### config.mk
export PLATFORM = sky130hd
export DESIGN_NAME = ysyx_25020047_mem_arbiter_flat
export DESIGN_NICKNAME = d
export VERILOG_FILES = /design/src/rtl/ysyx_25020047_mem_arbiter_pkg.sv /design/src/rtl/ysyx_25020047_mem_arbiter_if.sv /design/src/rtl/ysyx_25020047_arb_timer.sv /design/src/rtl/ysyx_25020047_mem_arbiter.sv /design/src/flat_wrapper.sv
export SDC_FILE = /design/constraint.sdc
export NUM_CORES = 1
export LEC_CHECK = 0
export ABC_AREA = 0
export BUFFER_PORTS_ARGS = -buffer_cell sky130_fd_sc_hd__buf_2
export CAP_MARGIN = 10
export CORE_AREA = 2 2 123 125
export DETAILED_ROUTE_END_ITERATION = 8
export DIE_AREA = 0 0 125 127
export PLACE_DENSITY = 0.49
export SETUP_SLACK_MARGIN = 0.4
export SYNTH_ARGS = -nofsm -noshare
export SYNTH_HDL_FRONTEND = slang
export SYNTH_SLANG_ARGS = --single-unit
### constraint.sdc
create_clock -name clk -period 5.1 [get_ports clk]
set_input_delay 0.765 -clock clk [delete_from_list [all_inputs] [get_ports clk]]
set_output_delay 0.765 -clock clk [all_outputs]
set_load 0.05 [all_outputs]
### src/rtl/ysyx_25020047_mem_arbiter_pkg.sv
`default_nettype none
// ----------------------------------------------------------------------
// ysyx_25020047_pkg : shared encodings for the IFU/LSU memory arbiter
// Rev 1.0
// ----------------------------------------------------------------------
package ysyx_25020047_pkg;

  typedef enum logic [1:0] {
    ST_IDLE     = 2'd0,
    ST_WAIT_IFU = 2'd1,
    ST_WAIT_LSU = 2'd2
  } state_e;

  localparam logic [1:0] OWN_NONE  = 2'b00;
  localparam logic [1:0] OWN_IFU   = 2'b01;
  localparam logic [1:0] OWN_LSU   = 2'b10;

  localparam logic [3:0] IFU_WMASK = 4'hF;

endpackage
`default_nettype wire

### src/rtl/ysyx_25020047_mem_arbiter_if.sv
`default_nettype none
// ----------------------------------------------------------------------
// ysyx_25020047_mem_arbiter_if : request/response bus used on all three sides
// Rev 1.0
// ----------------------------------------------------------------------
interface ysyx_25020047_mem_arbiter_if;
  logic        valid;
  logic        ready;
  logic        wen;
  logic [31:0] addr;
  logic [31:0] wdata;
  logic [3:0]  wmask;
  logic        rvalid;
  logic [31:0] rdata;

  modport master (
    output valid, wen, addr, wdata, wmask,
    input  ready, rvalid, rdata
  );

  modport slave (
    input  valid, wen, addr, wdata, wmask,
    output ready, rvalid, rdata
  );
endinterface
`default_nettype wire

### src/rtl/ysyx_25020047_arb_timer.sv
`default_nettype none
// ----------------------------------------------------------------------
// ysyx_25020047_arb_timer : response-wait counter, flags the last allowed cycle
// Rev 1.0
// ----------------------------------------------------------------------
module ysyx_25020047_arb_timer #(
  parameter int TIMEOUT = 255
) (
  input  logic clk,
  input  logic rst_n,
  input  logic clr_i,
  input  logic en_i,
  output logic expire_o
);

  localparam int             W    = $clog2(TIMEOUT + 1);
  localparam logic [W-1:0]   LAST = W'(TIMEOUT - 1);

  logic [W-1:0] cnt_q;

  always_ff @(posedge clk or negedge rst_n) begin
    if (!rst_n) begin
      cnt_q <= '0;
    end else if (clr_i) begin
      cnt_q <= '0;
    end else if (en_i) begin
      cnt_q <= cnt_q + W'(1);
    end
  end

  assign expire_o = (cnt_q == LAST);

endmodule
`default_nettype wire

### src/rtl/ysyx_25020047_mem_arbiter.sv
`default_nettype none
// ----------------------------------------------------------------------
// ysyx_25020047_mem_arbiter : shares one memory port between IFU and LSU
// Rev 1.0
// ----------------------------------------------------------------------
module ysyx_25020047_mem_arbiter
  import ysyx_25020047_pkg::*;
#(
  parameter int TIMEOUT    = 255,
  parameter int STARVE_MAX = 4
) (
  input  logic                        clk,
  input  logic                        rst_n,
  ysyx_25020047_mem_arbiter_if.slave  ifu,
  ysyx_25020047_mem_arbiter_if.slave  lsu,
  ysyx_25020047_mem_arbiter_if.master mem,
  output logic                        bus_err_o,
  output logic [1:0]                  owner_o
);

  localparam int           SW         = (STARVE_MAX < 1) ? 1 : $clog2(STARVE_MAX + 1);
  localparam logic [SW-1:0] STARVE_CAP = SW'(STARVE_MAX);

  state_e          state_q,  state_d;
  logic [1:0]      owner_q,  owner_d;
  logic            wen_q,    wen_d;
  logic [SW-1:0]   starve_q, starve_d;

  logic            pick_lsu, pick_ifu, handshake;
  logic            tmo_clr,  tmo_en,   tmo_expire;

  ysyx_25020047_arb_timer #(
    .TIMEOUT (TIMEOUT)
  ) u_timer (
    .clk      (clk),
    .rst_n    (rst_n),
    .clr_i    (tmo_clr),
    .en_i     (tmo_en),
    .expire_o (tmo_expire)
  );

  always_ff @(posedge clk or negedge rst_n) begin
    if (!rst_n) begin
      state_q  <= ST_IDLE;
      owner_q  <= OWN_NONE;
      wen_q    <= 1'b0;
      starve_q <= '0;
    end else begin
      state_q  <= state_d;
      owner_q  <= owner_d;
      wen_q    <= wen_d;
      starve_q <= starve_d;
    end
  end

  // A saturated starvation count hands the next grant to a waiting IFU.
  assign pick_lsu  = lsu.valid && !(ifu.valid && (starve_q == STARVE_CAP));
  assign pick_ifu  = !pick_lsu && ifu.valid;
  assign handshake = (pick_lsu || pick_ifu) && mem.ready;

  always_comb begin
    state_d    = state_q;
    owner_d    = owner_q;
    wen_d      = wen_q;
    starve_d   = starve_q;
    ifu.ready  = 1'b0;
    ifu.rvalid = 1'b0;
    ifu.rdata  = '0;
    lsu.ready  = 1'b0;
    lsu.rvalid = 1'b0;
    lsu.rdata  = '0;
    mem.valid  = 1'b0;
    mem.wen    = 1'b0;
    mem.addr   = '0;
    mem.wdata  = '0;
    mem.wmask  = '0;
    bus_err_o  = 1'b0;
    tmo_clr    = 1'b0;
    tmo_en     = 1'b0;

    unique case (state_q)
      ST_IDLE: begin
        // Gated by rst_n so nothing handshakes while reset is held.
        if (rst_n) begin
          if (pick_lsu) begin
            mem.valid = 1'b1;
            mem.wen   = lsu.wen;
            mem.addr  = lsu.addr;
            mem.wdata = lsu.wdata;
            mem.wmask = lsu.wmask;
            lsu.ready = mem.ready;
          end else if (pick_ifu) begin
            mem.valid = 1'b1;
            mem.addr  = ifu.addr;
            mem.wmask = IFU_WMASK;
            ifu.ready = mem.ready;
          end
          if (handshake) begin
            state_d = pick_lsu ? ST_WAIT_LSU : ST_WAIT_IFU;
            owner_d = pick_lsu ? OWN_LSU : OWN_IFU;
            wen_d   = pick_lsu && lsu.wen;
            if (pick_lsu && ifu.valid) begin
              starve_d = (starve_q == STARVE_CAP) ? starve_q : starve_q + SW'(1);
            end else begin
              starve_d = '0;
            end
          end
        end
      end
      ST_WAIT_IFU, ST_WAIT_LSU: begin
        tmo_en = 1'b1;
        // A response arriving in the expiry cycle wins over the timeout.
        if (mem.rvalid || tmo_expire) begin
          if (state_q == ST_WAIT_IFU) begin
            ifu.rvalid = 1'b1;
            ifu.rdata  = mem.rvalid ? mem.rdata : '0;
          end else begin
            lsu.rvalid = 1'b1;
            lsu.rdata  = (mem.rvalid && !wen_q) ? mem.rdata : '0;
          end
          bus_err_o = !mem.rvalid;
          state_d   = ST_IDLE;
          owner_d   = OWN_NONE;
          tmo_clr   = 1'b1;
        end
      end
      default: begin
        state_d = ST_IDLE;
        owner_d = OWN_NONE;
      end
    endcase
  end

  assign owner_o = owner_q;

endmodule
`default_nettype wire

### src/flat_wrapper.sv
// flat-port wrapper written by rule: the top's interface ports become plain ports
module ysyx_25020047_mem_arbiter_flat import ysyx_25020047_pkg::*;
#(
  parameter int TIMEOUT    = 255,
  parameter int STARVE_MAX = 4
)
  (clk, rst_n, bus_err_o, owner_o, ifu_valid, ifu_wen, ifu_addr, ifu_wdata, ifu_wmask, ifu_ready, ifu_rvalid, ifu_rdata, lsu_valid, lsu_wen, lsu_addr, lsu_wdata, lsu_wmask, lsu_ready, lsu_rvalid, lsu_rdata, mem_valid, mem_wen, mem_addr, mem_wdata, mem_wmask, mem_ready, mem_rvalid, mem_rdata);
  ysyx_25020047_mem_arbiter_if ifu_i ();
  ysyx_25020047_mem_arbiter_if lsu_i ();
  ysyx_25020047_mem_arbiter_if mem_i ();
  input  logic clk;
  input  logic rst_n;
  output logic bus_err_o;
  output logic [1:0] owner_o;
  input wire logic [$bits(ifu_i.valid)-1:0] ifu_valid;
  input wire logic [$bits(ifu_i.wen)-1:0] ifu_wen;
  input wire logic [$bits(ifu_i.addr)-1:0] ifu_addr;
  input wire logic [$bits(ifu_i.wdata)-1:0] ifu_wdata;
  input wire logic [$bits(ifu_i.wmask)-1:0] ifu_wmask;
  output wire logic [$bits(ifu_i.ready)-1:0] ifu_ready;
  output wire logic [$bits(ifu_i.rvalid)-1:0] ifu_rvalid;
  output wire logic [$bits(ifu_i.rdata)-1:0] ifu_rdata;
  input wire logic [$bits(lsu_i.valid)-1:0] lsu_valid;
  input wire logic [$bits(lsu_i.wen)-1:0] lsu_wen;
  input wire logic [$bits(lsu_i.addr)-1:0] lsu_addr;
  input wire logic [$bits(lsu_i.wdata)-1:0] lsu_wdata;
  input wire logic [$bits(lsu_i.wmask)-1:0] lsu_wmask;
  output wire logic [$bits(lsu_i.ready)-1:0] lsu_ready;
  output wire logic [$bits(lsu_i.rvalid)-1:0] lsu_rvalid;
  output wire logic [$bits(lsu_i.rdata)-1:0] lsu_rdata;
  output wire logic [$bits(mem_i.valid)-1:0] mem_valid;
  output wire logic [$bits(mem_i.wen)-1:0] mem_wen;
  output wire logic [$bits(mem_i.addr)-1:0] mem_addr;
  output wire logic [$bits(mem_i.wdata)-1:0] mem_wdata;
  output wire logic [$bits(mem_i.wmask)-1:0] mem_wmask;
  input wire logic [$bits(mem_i.ready)-1:0] mem_ready;
  input wire logic [$bits(mem_i.rvalid)-1:0] mem_rvalid;
  input wire logic [$bits(mem_i.rdata)-1:0] mem_rdata;
  assign ifu_i.valid = ifu_valid;
  assign ifu_i.wen = ifu_wen;
  assign ifu_i.addr = ifu_addr;
  assign ifu_i.wdata = ifu_wdata;
  assign ifu_i.wmask = ifu_wmask;
  assign ifu_ready = ifu_i.ready;
  assign ifu_rvalid = ifu_i.rvalid;
  assign ifu_rdata = ifu_i.rdata;
  assign lsu_i.valid = lsu_valid;
  assign lsu_i.wen = lsu_wen;
  assign lsu_i.addr = lsu_addr;
  assign lsu_i.wdata = lsu_wdata;
  assign lsu_i.wmask = lsu_wmask;
  assign lsu_ready = lsu_i.ready;
  assign lsu_rvalid = lsu_i.rvalid;
  assign lsu_rdata = lsu_i.rdata;
  assign mem_valid = mem_i.valid;
  assign mem_wen = mem_i.wen;
  assign mem_addr = mem_i.addr;
  assign mem_wdata = mem_i.wdata;
  assign mem_wmask = mem_i.wmask;
  assign mem_i.ready = mem_ready;
  assign mem_i.rvalid = mem_rvalid;
  assign mem_i.rdata = mem_rdata;
  ysyx_25020047_mem_arbiter #(.TIMEOUT(TIMEOUT), .STARVE_MAX(STARVE_MAX)) u_core (.clk(clk), .rst_n(rst_n), .ifu(ifu_i), .lsu(lsu_i), .mem(mem_i), .bus_err_o(bus_err_o), .owner_o(owner_o));
endmodule
==> results_dict.tcl <==
set metrics [dict create \
    status "complete, no violations" \
    synth-main-ff-cell "sky130_fd_sc_hd__dfrtp_1" \
    setup_violations 0 \
    mostFrequentLayoutCell "sky130_fd_sc_hd__buf_2" \
    cts_buffer_depth 2 \
    post_synth_fa_ha_maj_area_fraction 0.03331 \
    number_of_global_route_vias_before_repair 3062 \
    vias 3323 \
    startpoint "rst_n" \
    maximum_number_of_pins_on_one_net_before_global_route_repair 41 \
    remaining_global_route_overflow 0 \
    ioPinCount 317 \
    core_area_um2 14420 \
    tritoncts "yes" \
    layout-area-overhead-vs-synth_pct 71.96 \
    final.fill_count 1583 \
    fin_cells 767 \
    fraction_of_layout_instances_using_a_drive_strength_above_1 0.5111 \
    critical_path.max_stage_delay_ns 0.73 \
    number_of_flops_mapped_to_enable_cells_by_yosys 0 \
    cellLeakagePower_nw 2.217 \
    path_clk_slew_ns 0.05 \
    postSynthAreaPerCell_um2 6.912 \
    setup_repair_after_global_routing_missed_its_margin "no" \
    synth_compound_area_frac 0.2699 \
    insertedDiodeCount 0 \
    clk-insertion-delay-late_ns 0.24 \
    cts.hold.buffers_added 0 \
    cts_inserted_buffers 3 \
    timing.final.ws_setup_ns 1.600 \
    fmax_mhz 285.7 \
    synth_cell_types 44 \
    drt-wirelength-per-cell_um 13.67 \
    final_antenna_violating_net_count 0 \
    worst-r2r-cell-count 5 \
    placed_cells 763 \
    syn_area_um2 2253 \
    synth_top_cell_area_share 0.2748 \
    critPathCaptureType "output port" \
    post_synth_main_area_contributors "sky130_fd_sc_hd__and2_1, sky130_fd_sc_hd__dfrtp_1, sky130_fd_sc_hd__o211ai_1" \
    final_net_count 766 \
    synth_largest_area_cell "sky130_fd_sc_hd__and2_1" \
    cp_cell_sequence "buf_2, nand2_1, buf_4, nor3_4, and2_1, buf_2" \
    synthesis.instances 326 \
    vias_per_cell 4.332 \
    rows 44 \
    finalWorstPathRequiredPeriod_ns 3.500 \
    drt_first_iter_violations 170 \
    synth_fp_nets 508 \
    regToRegStartpoint "u_core.owner_o[0]" \
    grt_pass1_wl_um 16020 \
    crit_required_ns 4.34 \
    clock_sink_count 14 \
    cap_viol_max_count 0 \
    critical_path_class "in -> out" \
    port_buffers 279 \
    die_height_um 127 \
    yosys.area_share.xor_xnor 0.01166 \
    post-dp-hpwl_um 8174 \
    timing.critical_path.slowest_stage_cell "sky130_fd_sc_hd__nor3_4" \
    path_max_fanout 38 \
    die-area_um2 15880 \
    synthMuxAreaShare 0.004442 \
    detail_route.wirelength_um 10480 \
    clockRootBuffer "sky130_fd_sc_hd__clkbuf_16" \
    grt.total_usage 0.1194 \
    dominant_cell_type_by_count_on_the_critical_path "sky130_fd_sc_hd__buf_2" \
    worst-endpoint-arrival_ns 2.73 \
    resize_count_post_cts 0 \
    main_combinational_cell_family_by_area_after_synthesis "simple AND/OR/NAND/NOR gates" \
    timing.setup.tns_ns 0 \
    cts_post_setup_buffers_inserted 0 \
    yosys_register_bits 14 \
    die_width_um 125 \
    final_estimated_routing_congestion_in_global_placement 0.7598 \
    async_flop_share 1.000 \
    worstSetupStartpointType "input port" \
    post_synth_and_or_nand_nor_area_fraction 0.4498 \
    measured_slew_at_the_worst_slew_check_pin_ns 0.8503 \
    max_slew_margin 0.4331 \
    place_worst_setup_slack_ns 1.545 \
    timing.clock.skew_ns 0.0005417 \
    antenna_found_initial 0 \
    ys_seq_area_frac 0.1555 \
    min-delay-path-class "in -> async" \
    detail_route.first_pass.iterations 4 \
    final.period_utilization 0.6863 \
    synth_warnings 0 \
    final_cell_mix "sky130_fd_sc_hd__buf_2, sky130_fd_sc_hd__and2_1, sky130_fd_sc_hd__nand3_1" \
    report.final.hold_viol_count 0 \
    power_per_cell_area_nw_per_um2 304.7 \
    htree_levels 1 \
    remaining_drc_errors 0 \
    finalMaxSlewViolations 0 \
    initial_core_util 0.1562 \
    power.ir.vdd_worst_v 0.0002083 \
]
==> cell type report <==
| class | instances | area, um^2 | area share |
|---|---|---|---|
| multi-input combinational | 273 | 1738 | 0.4485 |
| sequential | 14 | 350.3 | 0.09041 |
| tap | 184 | 230.2 | 0.05941 |
| timing repair buffer | 285 | 1441 | 0.3720 |
| inverter | 7 | 26.28 | 0.006781 |
| clock buffer | 4 | 88.84 | 0.02293 |
==> per-stage QoR <==
step                hold slack (ns)  total power [W]  cell area (um^2)  utilization
global placement             0.5044         0.001026              3786       0.2625
CTS                          0.4528         0.001194              3875       0.2687
detailed placement           0.5098         0.001021              3786       0.2625
floorplan                    0.4694        0.0007985              2253            -
global route                 0.4689         0.001257              3875       0.2687
finish                       0.4424         0.001181              3875       0.2687
==> layer usage <==
metal	track usage	routed length (um)
met1	0.1609	4656
met2	0.2113	5086
met3	0.01675	690
met4	0.01111	51
met5	0	0
==> cell usage after synthesis (2+ instances only) <==
master / n
sky130_fd_sc_hd__a21oi_1: 40
sky130_fd_sc_hd__a22oi_1: 2
sky130_fd_sc_hd__a32o_1: 3
sky130_fd_sc_hd__and2_1: 99
sky130_fd_sc_hd__and3_1: 4
sky130_fd_sc_hd__buf_1: 3
sky130_fd_sc_hd__buf_2: 7
sky130_fd_sc_hd__clkbuf_1: 17
sky130_fd_sc_hd__clkbuf_2: 3
sky130_fd_sc_hd__dfrtp_1: 14
sky130_fd_sc_hd__ha_1: 6
sky130_fd_sc_hd__inv_1: 6
sky130_fd_sc_hd__nand2_1: 5
sky130_fd_sc_hd__nand3_1: 41
sky130_fd_sc_hd__nand4_1: 3
sky130_fd_sc_hd__nor2_1: 5
sky130_fd_sc_hd__nor2b_1: 2
sky130_fd_sc_hd__nor3_1: 2
sky130_fd_sc_hd__o211ai_1: 34
sky130_fd_sc_hd__o21ai_0: 4
sky130_fd_sc_hd__xor2_1: 3
==> cell families after synthesis <==
group | Yosys count
compound gates | 93
xor+xnor | 3
fa+ha+maj | 6
buf+inv | 39
flops | 14
mux | 1
simple gates | 170
==> flip-flops by register name, indices dropped and copies added, names as in the netlist <==
register and count:
u_core.u_timer.cnt_q 8, u_core.starve_q 3, u_core.owner_o 2, u_core.wen_q 1
==> critical path, delay by kind of cell <==
| family | cells | cell delay (ns) |
|---|---|---|
| simple gates | 3 | 1.07 |
| buf+inv | 3 | 0.87 |
==> where the power goes <==
group	internal [W]	leakage [nW]	switching, W
Clock	0.000119	0.0442	0.0000463
Sequential	0.000138	0.190	0.0000321
Combinational	0.000219	1.98	0.000627
Total	0.000476	2.22	0.000705
==> final timing paths <==
| path | endpoint | slack (ns) |
|---|---|---|
| max in group asynchronous | u_core.u_timer.cnt_q[3] | 4.38 |
| min | u_core.u_timer.cnt_q[0] | 0.44 |
| max | mem_wdata[11] | 1.60 |
| min in group clk | u_core.starve_q[1] | 0.51 |
| min reg2reg | u_core.starve_q[1] | 0.51 |
| max reg2reg | u_core.u_timer.cnt_q[7] | 3.02 |
(Power assumes the default switching activity.)
